## config.mk

```make
export PLATFORM = sky130hd
export DESIGN_NAME = trigger_capture_flat
export DESIGN_NICKNAME = d
export VERILOG_FILES = /design/src/rtl/trigger_capture_pkg.sv /design/src/rtl/trigger_capture_if.sv /design/src/rtl/trigger_capture_ram.sv /design/src/rtl/trigger_capture.sv /design/src/flat_wrapper.sv
export SDC_FILE = /design/constraint.sdc
export NUM_CORES = 2
export LEC_CHECK = 0
export BUFFER_PORTS_ARGS = -buffer_cell sky130_fd_sc_hd__buf_2
export CORE_MARGIN = 8
export CORE_UTILIZATION = 30
export DETAILED_ROUTE_END_ITERATION = 8
export PLACE_DENSITY = 0.42
export SLEW_MARGIN = 40
export SYNTH_ARGS = -nofsm -noshare
export SYNTH_HDL_FRONTEND = slang
export SYNTH_SLANG_ARGS = --single-unit
```

## constraint.sdc

```tcl
create_clock -name iClk -period 4.5 [get_ports iClk]
set_input_delay 1.35 -clock iClk [delete_from_list [all_inputs] [get_ports iClk]]
set_output_delay 1.35 -clock iClk [all_outputs]
set_load 0.03 [all_outputs]
```

## src/rtl/trigger_capture_pkg.sv

```systemverilog
// Shared definitions for the oscilloscope trigger/capture block.
package scope_pkg;
  typedef enum logic [2:0] {
    IDLE,
    PREFILL,
    ARMED,
    POST,
    READOUT
  } state_e;

  localparam logic EDGE_RISING  = 1'b0;
  localparam logic EDGE_FALLING = 1'b1;
endpackage

```

## src/rtl/trigger_capture_if.sv

```systemverilog
// Sample input, trigger controls and readout handshake of trigger_capture.
interface trigger_capture_if #(parameter int pWidth = 8);
  logic [pWidth-1:0] iData;
  logic              iData_Valid;
  logic [pWidth-1:0] iLevel;
  logic              iEdge;
  logic              iArm;
  logic [pWidth-1:0] oData;
  logic              oData_Valid;
  logic              iData_Ready;
  logic              oArmed;
  logic              oTriggered;
  logic              oDone;

  modport master (
    output iData, iData_Valid, iLevel, iEdge, iArm, iData_Ready,
    input  oData, oData_Valid, oArmed, oTriggered, oDone
  );

  modport slave (
    input  iData, iData_Valid, iLevel, iEdge, iArm, iData_Ready,
    output oData, oData_Valid, oArmed, oTriggered, oDone
  );
endinterface

```

## src/rtl/trigger_capture_ram.sv

```systemverilog
// Simple dual-port record RAM: one write port, one registered read port (EBR friendly).
module capture_ram #(
  parameter int pWidth     = 8,
  parameter int pDepthLog2 = 8
) (
  input  logic                  iClk,
  input  logic                  iWe,
  input  logic [pDepthLog2-1:0] iWrAddr,
  input  logic [pWidth-1:0]     iWrData,
  input  logic                  iRe,
  input  logic [pDepthLog2-1:0] iRdAddr,
  output logic [pWidth-1:0]     oRdData
);
  logic [pWidth-1:0] mem_q [2**pDepthLog2];

  // No reset on the array or read register so the tools can map it to block RAM.
  always_ff @(posedge iClk) begin
    if (iWe) mem_q[iWrAddr] <= iWrData;
    if (iRe) oRdData <= mem_q[iRdAddr];
  end
endmodule

```

## src/rtl/trigger_capture.sv

```systemverilog
// Edge/level trigger with pre-trigger ring buffer; streams the record out oldest-first.
module trigger_capture
  import scope_pkg::*;
#(
  parameter int pWidth     = 8,
  parameter int pDepthLog2 = 8,
  parameter int pPreTrig   = 64
) (
  input  logic        iClk,
  input  logic        iRst,
  trigger_capture_if.slave bus
);
  localparam int             AW      = pDepthLog2;
  localparam int             CW      = pDepthLog2 + 1;
  localparam logic [CW-1:0]  PRE_N   = CW'(pPreTrig);
  localparam logic [CW-1:0]  POST_N  = CW'((2**pDepthLog2) - pPreTrig);
  localparam logic [CW-1:0]  DEPTH_N = CW'(2**pDepthLog2);

  state_e            state_q;
  logic [AW-1:0]     wr_ptr_q, rd_ptr_q;
  logic [CW-1:0]     cnt_q, iss_q, xfer_q;
  logic [pWidth-1:0] prev_q, odata_q;
  logic              prev_vld_q, rv_q, ovld_q, armed_q, trig_q, done_q;

  logic              wr_en, hit, load, rd_en, xfer;
  logic [AW-1:0]     wr_ptr_inc;
  logic [CW-1:0]     cnt_inc;
  logic [pWidth-1:0] ram_rdata;

  assign wr_ptr_inc = wr_ptr_q + 1'b1;
  assign cnt_inc    = cnt_q + 1'b1;

  always_comb begin
    wr_en = bus.iData_Valid && (state_q inside {PREFILL, ARMED, POST});
    if (bus.iEdge == EDGE_FALLING)
      hit = (prev_q > bus.iLevel) && (bus.iData <= bus.iLevel);
    else
      hit = (prev_q < bus.iLevel) && (bus.iData >= bus.iLevel);
    hit   = hit && prev_vld_q;
    // rv_q marks RAM read data not yet moved to the output register; the
    // next read is issued only when that slot frees up this cycle.
    load  = rv_q && (!ovld_q || bus.iData_Ready);
    rd_en = (state_q == READOUT) && (iss_q != DEPTH_N) && (!rv_q || load);
    xfer  = ovld_q && bus.iData_Ready;
  end

  capture_ram #(.pWidth(pWidth), .pDepthLog2(pDepthLog2)) u_ram (
    .iClk    (iClk),
    .iWe     (wr_en),
    .iWrAddr (wr_ptr_q),
    .iWrData (bus.iData),
    .iRe     (rd_en),
    .iRdAddr (rd_ptr_q),
    .oRdData (ram_rdata)
  );

  always_ff @(posedge iClk or posedge iRst) begin
    if (iRst) begin
      state_q    <= IDLE;
      wr_ptr_q   <= '0;
      rd_ptr_q   <= '0;
      cnt_q      <= '0;
      iss_q      <= '0;
      xfer_q     <= '0;
      prev_q     <= '0;
      prev_vld_q <= 1'b0;
      rv_q       <= 1'b0;
      odata_q    <= '0;
      ovld_q     <= 1'b0;
      armed_q    <= 1'b0;
      trig_q     <= 1'b0;
      done_q     <= 1'b0;
    end else begin
      done_q <= 1'b0;
      if (wr_en) begin
        wr_ptr_q   <= wr_ptr_inc;
        prev_q     <= bus.iData;
        prev_vld_q <= 1'b1;
      end
      case (state_q)
        IDLE: if (bus.iArm) begin
          state_q    <= PREFILL;
          wr_ptr_q   <= '0;
          cnt_q      <= '0;
          prev_vld_q <= 1'b0;
        end
        PREFILL: if (bus.iData_Valid) begin
          cnt_q <= cnt_inc;
          if (cnt_inc == PRE_N) begin
            state_q <= ARMED;
            armed_q <= 1'b1;
            cnt_q   <= '0;
          end
        end
        ARMED: if (bus.iData_Valid && hit) begin
          armed_q <= 1'b0;
          trig_q  <= 1'b1;
          cnt_q   <= CW'(1);
          if (POST_N == CW'(1)) begin
            state_q  <= READOUT;
            rd_ptr_q <= wr_ptr_inc;
            iss_q    <= '0;
            xfer_q   <= '0;
          end else begin
            state_q <= POST;
          end
        end
        POST: if (bus.iData_Valid) begin
          cnt_q <= cnt_inc;
          // Ring is full here, so the slot after the last write is the oldest sample.
          if (cnt_inc == POST_N) begin
            state_q  <= READOUT;
            rd_ptr_q <= wr_ptr_inc;
            iss_q    <= '0;
            xfer_q   <= '0;
          end
        end
        READOUT: begin
          if (rd_en) begin
            rd_ptr_q <= rd_ptr_q + 1'b1;
            iss_q    <= iss_q + 1'b1;
            rv_q     <= 1'b1;
          end else if (load) begin
            rv_q <= 1'b0;
          end
          if (load) begin
            odata_q <= ram_rdata;
            ovld_q  <= 1'b1;
          end else if (xfer) begin
            ovld_q <= 1'b0;
          end
          if (xfer) begin
            xfer_q <= xfer_q + 1'b1;
            if (xfer_q == DEPTH_N - CW'(1)) begin
              done_q  <= 1'b1;
              trig_q  <= 1'b0;
              state_q <= IDLE;
            end
          end
        end
        default: state_q <= IDLE;
      endcase
    end
  end

  assign bus.oData       = odata_q;
  assign bus.oData_Valid = ovld_q;
  assign bus.oArmed      = armed_q;
  assign bus.oTriggered  = trig_q;
  assign bus.oDone       = done_q;
endmodule

```

## src/flat_wrapper.sv

```systemverilog
// flat-port wrapper written by rule: the top's interface ports become plain ports
module trigger_capture_flat import scope_pkg::*;
#(
  parameter int pWidth     = 8,
  parameter int pDepthLog2 = 8,
  parameter int pPreTrig   = 64
)
  (iClk, iRst, bus_iData, bus_iData_Valid, bus_iLevel, bus_iEdge, bus_iArm, bus_iData_Ready, bus_oData, bus_oData_Valid, bus_oArmed, bus_oTriggered, bus_oDone);
  trigger_capture_if #(.pWidth(pWidth)) bus_i ();
  input  logic iClk;
  input  logic iRst;
  input wire logic [$bits(bus_i.iData)-1:0] bus_iData;
  input wire logic [$bits(bus_i.iData_Valid)-1:0] bus_iData_Valid;
  input wire logic [$bits(bus_i.iLevel)-1:0] bus_iLevel;
  input wire logic [$bits(bus_i.iEdge)-1:0] bus_iEdge;
  input wire logic [$bits(bus_i.iArm)-1:0] bus_iArm;
  input wire logic [$bits(bus_i.iData_Ready)-1:0] bus_iData_Ready;
  output wire logic [$bits(bus_i.oData)-1:0] bus_oData;
  output wire logic [$bits(bus_i.oData_Valid)-1:0] bus_oData_Valid;
  output wire logic [$bits(bus_i.oArmed)-1:0] bus_oArmed;
  output wire logic [$bits(bus_i.oTriggered)-1:0] bus_oTriggered;
  output wire logic [$bits(bus_i.oDone)-1:0] bus_oDone;
  assign bus_i.iData = bus_iData;
  assign bus_i.iData_Valid = bus_iData_Valid;
  assign bus_i.iLevel = bus_iLevel;
  assign bus_i.iEdge = bus_iEdge;
  assign bus_i.iArm = bus_iArm;
  assign bus_i.iData_Ready = bus_iData_Ready;
  assign bus_oData = bus_i.oData;
  assign bus_oData_Valid = bus_i.oData_Valid;
  assign bus_oArmed = bus_i.oArmed;
  assign bus_oTriggered = bus_i.oTriggered;
  assign bus_oDone = bus_i.oDone;
  trigger_capture #(.pWidth(pWidth), .pDepthLog2(pDepthLog2), .pPreTrig(pPreTrig)) u_core (.iClk(iClk), .iRst(iRst), .bus(bus_i));
endmodule
```

==> impl_metrics.xml <==
<?xml version="1.0" encoding="UTF-8"?>
<metrics>
  <group name="power">
    <metric name="netSwitchingPower" unit="uW">9470</metric>
    <metric name="cellLeakagePower" unit="uW">0.0311</metric>
    <metric name="peak_ir_drop_on_the_vdd_network" unit="V">0.000308</metric>
    <metric name="pwr-share-comb" unit="%">4.1</metric>
    <metric name="pwr-share-clk" unit="%">44.2</metric>
    <metric name="part_of_the_power_in_registers" unit="%">51.7</metric>
    <metric name="p_sw_share" unit="%">22.3</metric>
    <metric name="internal-power" unit="uW">33100</metric>
    <metric name="power_density" unit="nW/um^2">430</metric>
  </group>
  <group name="timing">
    <metric name="fmax" unit="MHz">256</metric>
    <metric name="finalSetupTns" unit="ns">0</metric>
    <metric name="setup_violations" unit="">0</metric>
    <metric name="rsz0062_at_grt" unit="">false</metric>
    <metric name="hold_viol" unit="">0</metric>
    <metric name="report.final.slew_viol_count" unit="">0</metric>
    <metric name="final.setup_skew" unit="ns">0.103</metric>
    <metric name="worst_slew_pin_slew" unit="ns">0.881</metric>
    <metric name="timing.slew.headroom" unit="%">41.2</metric>
    <metric name="fin_crit_sh" unit="%">86.7</metric>
    <metric name="period_minus_slack" unit="ns">3.90</metric>
  </group>
  <group name="route">
    <metric name="detail_route.iter0.violations" unit="">3665</metric>
    <metric name="wl_per_cell" unit="um">30.3</metric>
    <metric name="detail-route-antenna-nets" unit="">0</metric>
    <metric name="route.vias.total" unit="">42100</metric>
    <metric name="viasPerCell" unit="">4.99</metric>
    <metric name="drc_markers" unit="">0</metric>
    <metric name="routed_wirelength" unit="um">256000</metric>
    <metric name="drt_pass1_iterations" unit="">5</metric>
  </group>
  <group name="clock_tree">
    <metric name="cts_buffer_depth" unit="">4</metric>
    <metric name="cts-htree-levels" unit="">4</metric>
    <metric name="clk_transition_reported_paths" unit="ns">0.06</metric>
    <metric name="worstSkewPairLatency" unit="ns">0.90</metric>
    <metric name="cts-root-buf" unit="">clkbuf_16</metric>
    <metric name="count_of_hold_buffers_inserted_by_post_cts_repair" unit="">0</metric>
    <metric name="cts-buffers-inserted" unit="">238</metric>
    <metric name="cts_repair_resize_count" unit="">0</metric>
    <metric name="clock-sinks" unit="">2124</metric>
    <metric name="cts_setup_buffers" unit="">0</metric>
    <metric name="clock_tree_from_tritoncts" unit="">yes</metric>
  </group>
  <group name="finish">
    <metric name="multi_input_comb_area" unit="sq um">19000</metric>
    <metric name="nets" unit="">4562</metric>
    <metric name="register_area" unit="sq um">63500</metric>
    <metric name="final_core_utilization" unit="%">35.5</metric>
    <metric name="drive_gt1_share" unit="%">30.2</metric>
    <metric name="syn2layout_area_growth" unit="%">18.2</metric>
    <metric name="num-fill-cells" unit="">25900</metric>
    <metric name="final_area" unit="sq um">98800</metric>
  </group>
  <group name="worst_setup_path">
    <metric name="cpMaxStageDelayCell" unit="">dfrtp_1</metric>
    <metric name="worst-endpoint-arrival" unit="ns">4.62</metric>
    <metric name="cp_num_buf_inv" unit="">1</metric>
    <metric name="cp_data_required_time" unit="ns">5.21</metric>
    <metric name="reg2reg_depth" unit="">7</metric>
    <metric name="crit_path_start_kind" unit="">flip-flop</metric>
    <metric name="path_max_fanout" unit="">15</metric>
    <metric name="critical_path.endpoint_type" unit="">flip-flop</metric>
    <metric name="worstPathCellList" unit="">nor2b_1 -&gt; buf_4 -&gt; nand2_1 -&gt; o221ai_1 -&gt; a311oi_1 -&gt; nor3_1 -&gt; a31o_1</metric>
    <metric name="r2r_setup_slack" unit="ns">0.60</metric>
    <metric name="worstSetupPathType" unit="">flip-flop to flip-flop</metric>
    <metric name="reg2reg_from" unit="">u_core.rd_ptr_q[5]</metric>
    <metric name="worstReg2RegEnd" unit="">u_core.u_ram.oRdData[3]</metric>
    <metric name="critPathMaxStageDelay" unit="ns">0.86</metric>
    <metric name="critical_path.top_delay_family" unit="">simple AND/OR/NAND/NOR gates</metric>
  </group>
  <group name="yosys">
    <metric name="postSynth.topFlopCell" unit="">edfxtp_1</metric>
    <metric name="muxShareOfSynthArea" unit="%">16.6</metric>
    <metric name="synth.cells.most_frequent" unit="">edfxtp_1, mux4_2, nor2_1</metric>
    <metric name="ys_types" unit="">64</metric>
    <metric name="yosys_register_bits" unit="">2124</metric>
    <metric name="yosys-top-cells-area" unit="">edfxtp_1, mux4_2, dfrtp_1</metric>
    <metric name="netlist_area" unit="sq um">83700</metric>
    <metric name="synth_largest_area_cell" unit="">edfxtp_1</metric>
    <metric name="synth-simple-area-share" unit="%">2.90</metric>
    <metric name="synth_top_area_share" unit="%">73.8</metric>
    <metric name="synth.most_common_cell" unit="">edfxtp_1</metric>
    <metric name="synth_async_sr_flop_share" unit="%">3.20</metric>
    <metric name="synth-xor-area-share" unit="%">0.199</metric>
    <metric name="yosys_warn_count" unit="">0</metric>
    <metric name="synth_compound_gate_area_share" unit="%">2.42</metric>
    <metric name="synth_adder_area_share" unit="%">0.404</metric>
    <metric name="synth_enable_flop_cells" unit="">2056</metric>
    <metric name="seq_area_frac_synth" unit="%">75.8</metric>
    <metric name="dominant_combinational_cell_family_by_area_after_synthesis" unit="">multiplexers</metric>
    <metric name="synth_nets" unit="">4058</metric>
    <metric name="synth_area_per_cell" unit="sq um">20.9</metric>
    <metric name="synthCells" unit="">4009</metric>
  </group>
  <group name="global_route">
    <metric name="grt_first_pass_wirelength" unit="um">355000</metric>
    <metric name="grt_max_degree" unit="">161</metric>
    <metric name="number_of_global_route_vias_before_repair" unit="">43000</metric>
    <metric name="global_route.usage.total" unit="%">16.9</metric>
    <metric name="grt.overflow.total" unit="">0</metric>
    <metric name="grt_antenna_before_repair" unit="">19</metric>
  </group>
  <group name="job">
    <metric name="timing.max_cap.violations" unit="">0</metric>
  </group>
  <group name="worst_hold_path">
    <metric name="holdCritPathClass" unit="">flip-flop to flip-flop</metric>
    <metric name="whs_path_depth" unit="">1</metric>
    <metric name="worst_hold_startpoint" unit="">u_core.u_ram.oRdData[3]</metric>
    <metric name="whs_endpoint" unit="">u_core.bus.oData[3]</metric>
  </group>
  <group name="floorplanning">
    <metric name="die_height" unit="um">544</metric>
    <metric name="core-area" unit="sq um">278000</metric>
    <metric name="fp.dieW" unit="um">544</metric>
    <metric name="initial_util" unit="%">30.0</metric>
    <metric name="io-pin-count" unit="">34</metric>
    <metric name="rows" unit="">194</metric>
    <metric name="design.die.area" unit="sq um">296000</metric>
  </group>
  <group name="place">
    <metric name="io_buffers" unit="">33</metric>
    <metric name="postPlaceCellArea" unit="sq um">91300</metric>
    <metric name="dpl.hpwl" unit="um">163000</metric>
    <metric name="routabilityCongestion" unit="">0.811</metric>
  </group>
  <group name="run_status">
    <metric name="run_status" unit="">finished, final reports clean</metric>
  </group>
</metrics>
sequential cells by signal (all words and copies together) (netlist names), 3 cells and up:
register / cells
u_core.u_ram.mem_q: 2048
u_core.cnt_q: 9
u_core.iss_q: 9
u_core.xfer_q: 9
u_core.bus.oData: 8
u_core.prev_q: 8
u_core.rd_ptr_q: 8
u_core.u_ram.oRdData: 8
u_core.wr_ptr_q: 8
u_core.state_q: 3
power by group through the flow:
stage / sequential, uW / clock [uW] / combinational (uW)
CTS: 22000 / 19300 / 1750
finish: 22000 / 18800 / 1720
detailed placement: 22400 / 0 / 1750
floorplan: 22300 / 0 / 539
global placement: 22400 / 0 / 1700
global route: 22000 / 20000 / 1820
cells in the final DEF (no fill, tap or decap), types with 21 or more instances in the layout:
| cell type | n |
|---|---|
| mux2_2 | 23 |
| buf_2 | 25 |
| a21oi_1 | 68 |
| clkbuf_16 | 239 |
| nor3_1 | 23 |
| ha_1 | 27 |
| clkinv_1 | 52 |
| edfxtp_1 | 2056 |
| buf_12 | 36 |
| o22ai_1 | 23 |
| nor2_1 | 315 |
| o21ai_0 | 76 |
| dfrtp_1 | 63 |
| clkbuf_1 | 46 |
| nand3_1 | 44 |
| clkinv_2 | 47 |
| inv_1 | 21 |
| mux4_2 | 532 |
| buf_4 | 416 |
| nand2_1 | 83 |
| mux2i_1 | 164 |
layout make-up:
type                    count  share of cell area, %
clock inverters           145                   1.31
diodes                      8                 0.0203
multi-input cells        1636                   19.2
inverters                  23                 0.0962
flip-flops and latches   2124                   64.2
well taps                3724                   4.71
clock buffers             285                   6.23
repair buffers            490                   4.23
per-stage QoR:
stage,instances,setup slack [ns],power (uW),hold slack (ns)
floorplan,4009,0.959,22900,0.451
global placement,7991,0.580,24100,0.465
detailed placement,7995,0.628,24200,0.473
CTS,8425,0.571,43100,0.461
global route,8428,0.505,43800,0.493
finish,8435,0.597,42500,0.483
layer usage:
layer	GRT usage [%]	up-vias	routed length [um]
met5	0	-	12
met1	24.1	23000	116000
met3	2.69	332	12400
li1	-	17700	-
met2	27.1	1130	121000
met4	4.46	2	6690
cells by family after synthesis:
kind of cell	count (synthesis)
fa+ha+maj	27
flops	2124
xor+xnor	19
compound gates	308
buf+inv	249
mux	719
simple gates	563
worst max-delay path by stage:
stage                  startpoint                    endpoint  slack, ns  cells after the start
2_1_floorplan     bus_iData_Valid  u_core.u_ram.mem_q[204][0]       0.96                      8
3_3_place_gp      bus_iData_Valid  u_core.u_ram.mem_q[159][7]       0.58                      6
3_5_place_dp   u_core.rd_ptr_q[0]     u_core.u_ram.oRdData[2]       0.63                      7
4_1_cts        u_core.rd_ptr_q[0]     u_core.u_ram.oRdData[2]       0.57                      7
5_1_grt        u_core.rd_ptr_q[0]     u_core.u_ram.oRdData[2]       0.50                      7
6_report       u_core.rd_ptr_q[5]     u_core.u_ram.oRdData[3]       0.60                      7
worst reg2reg max path, delay by kind of cell (launching register included):
family          cells  cell delay (ns)
simple gates        3             1.77
flops               1             0.86
compound gates      3             0.82
buf+inv             1             0.25
(Power assumes the default switching activity.)
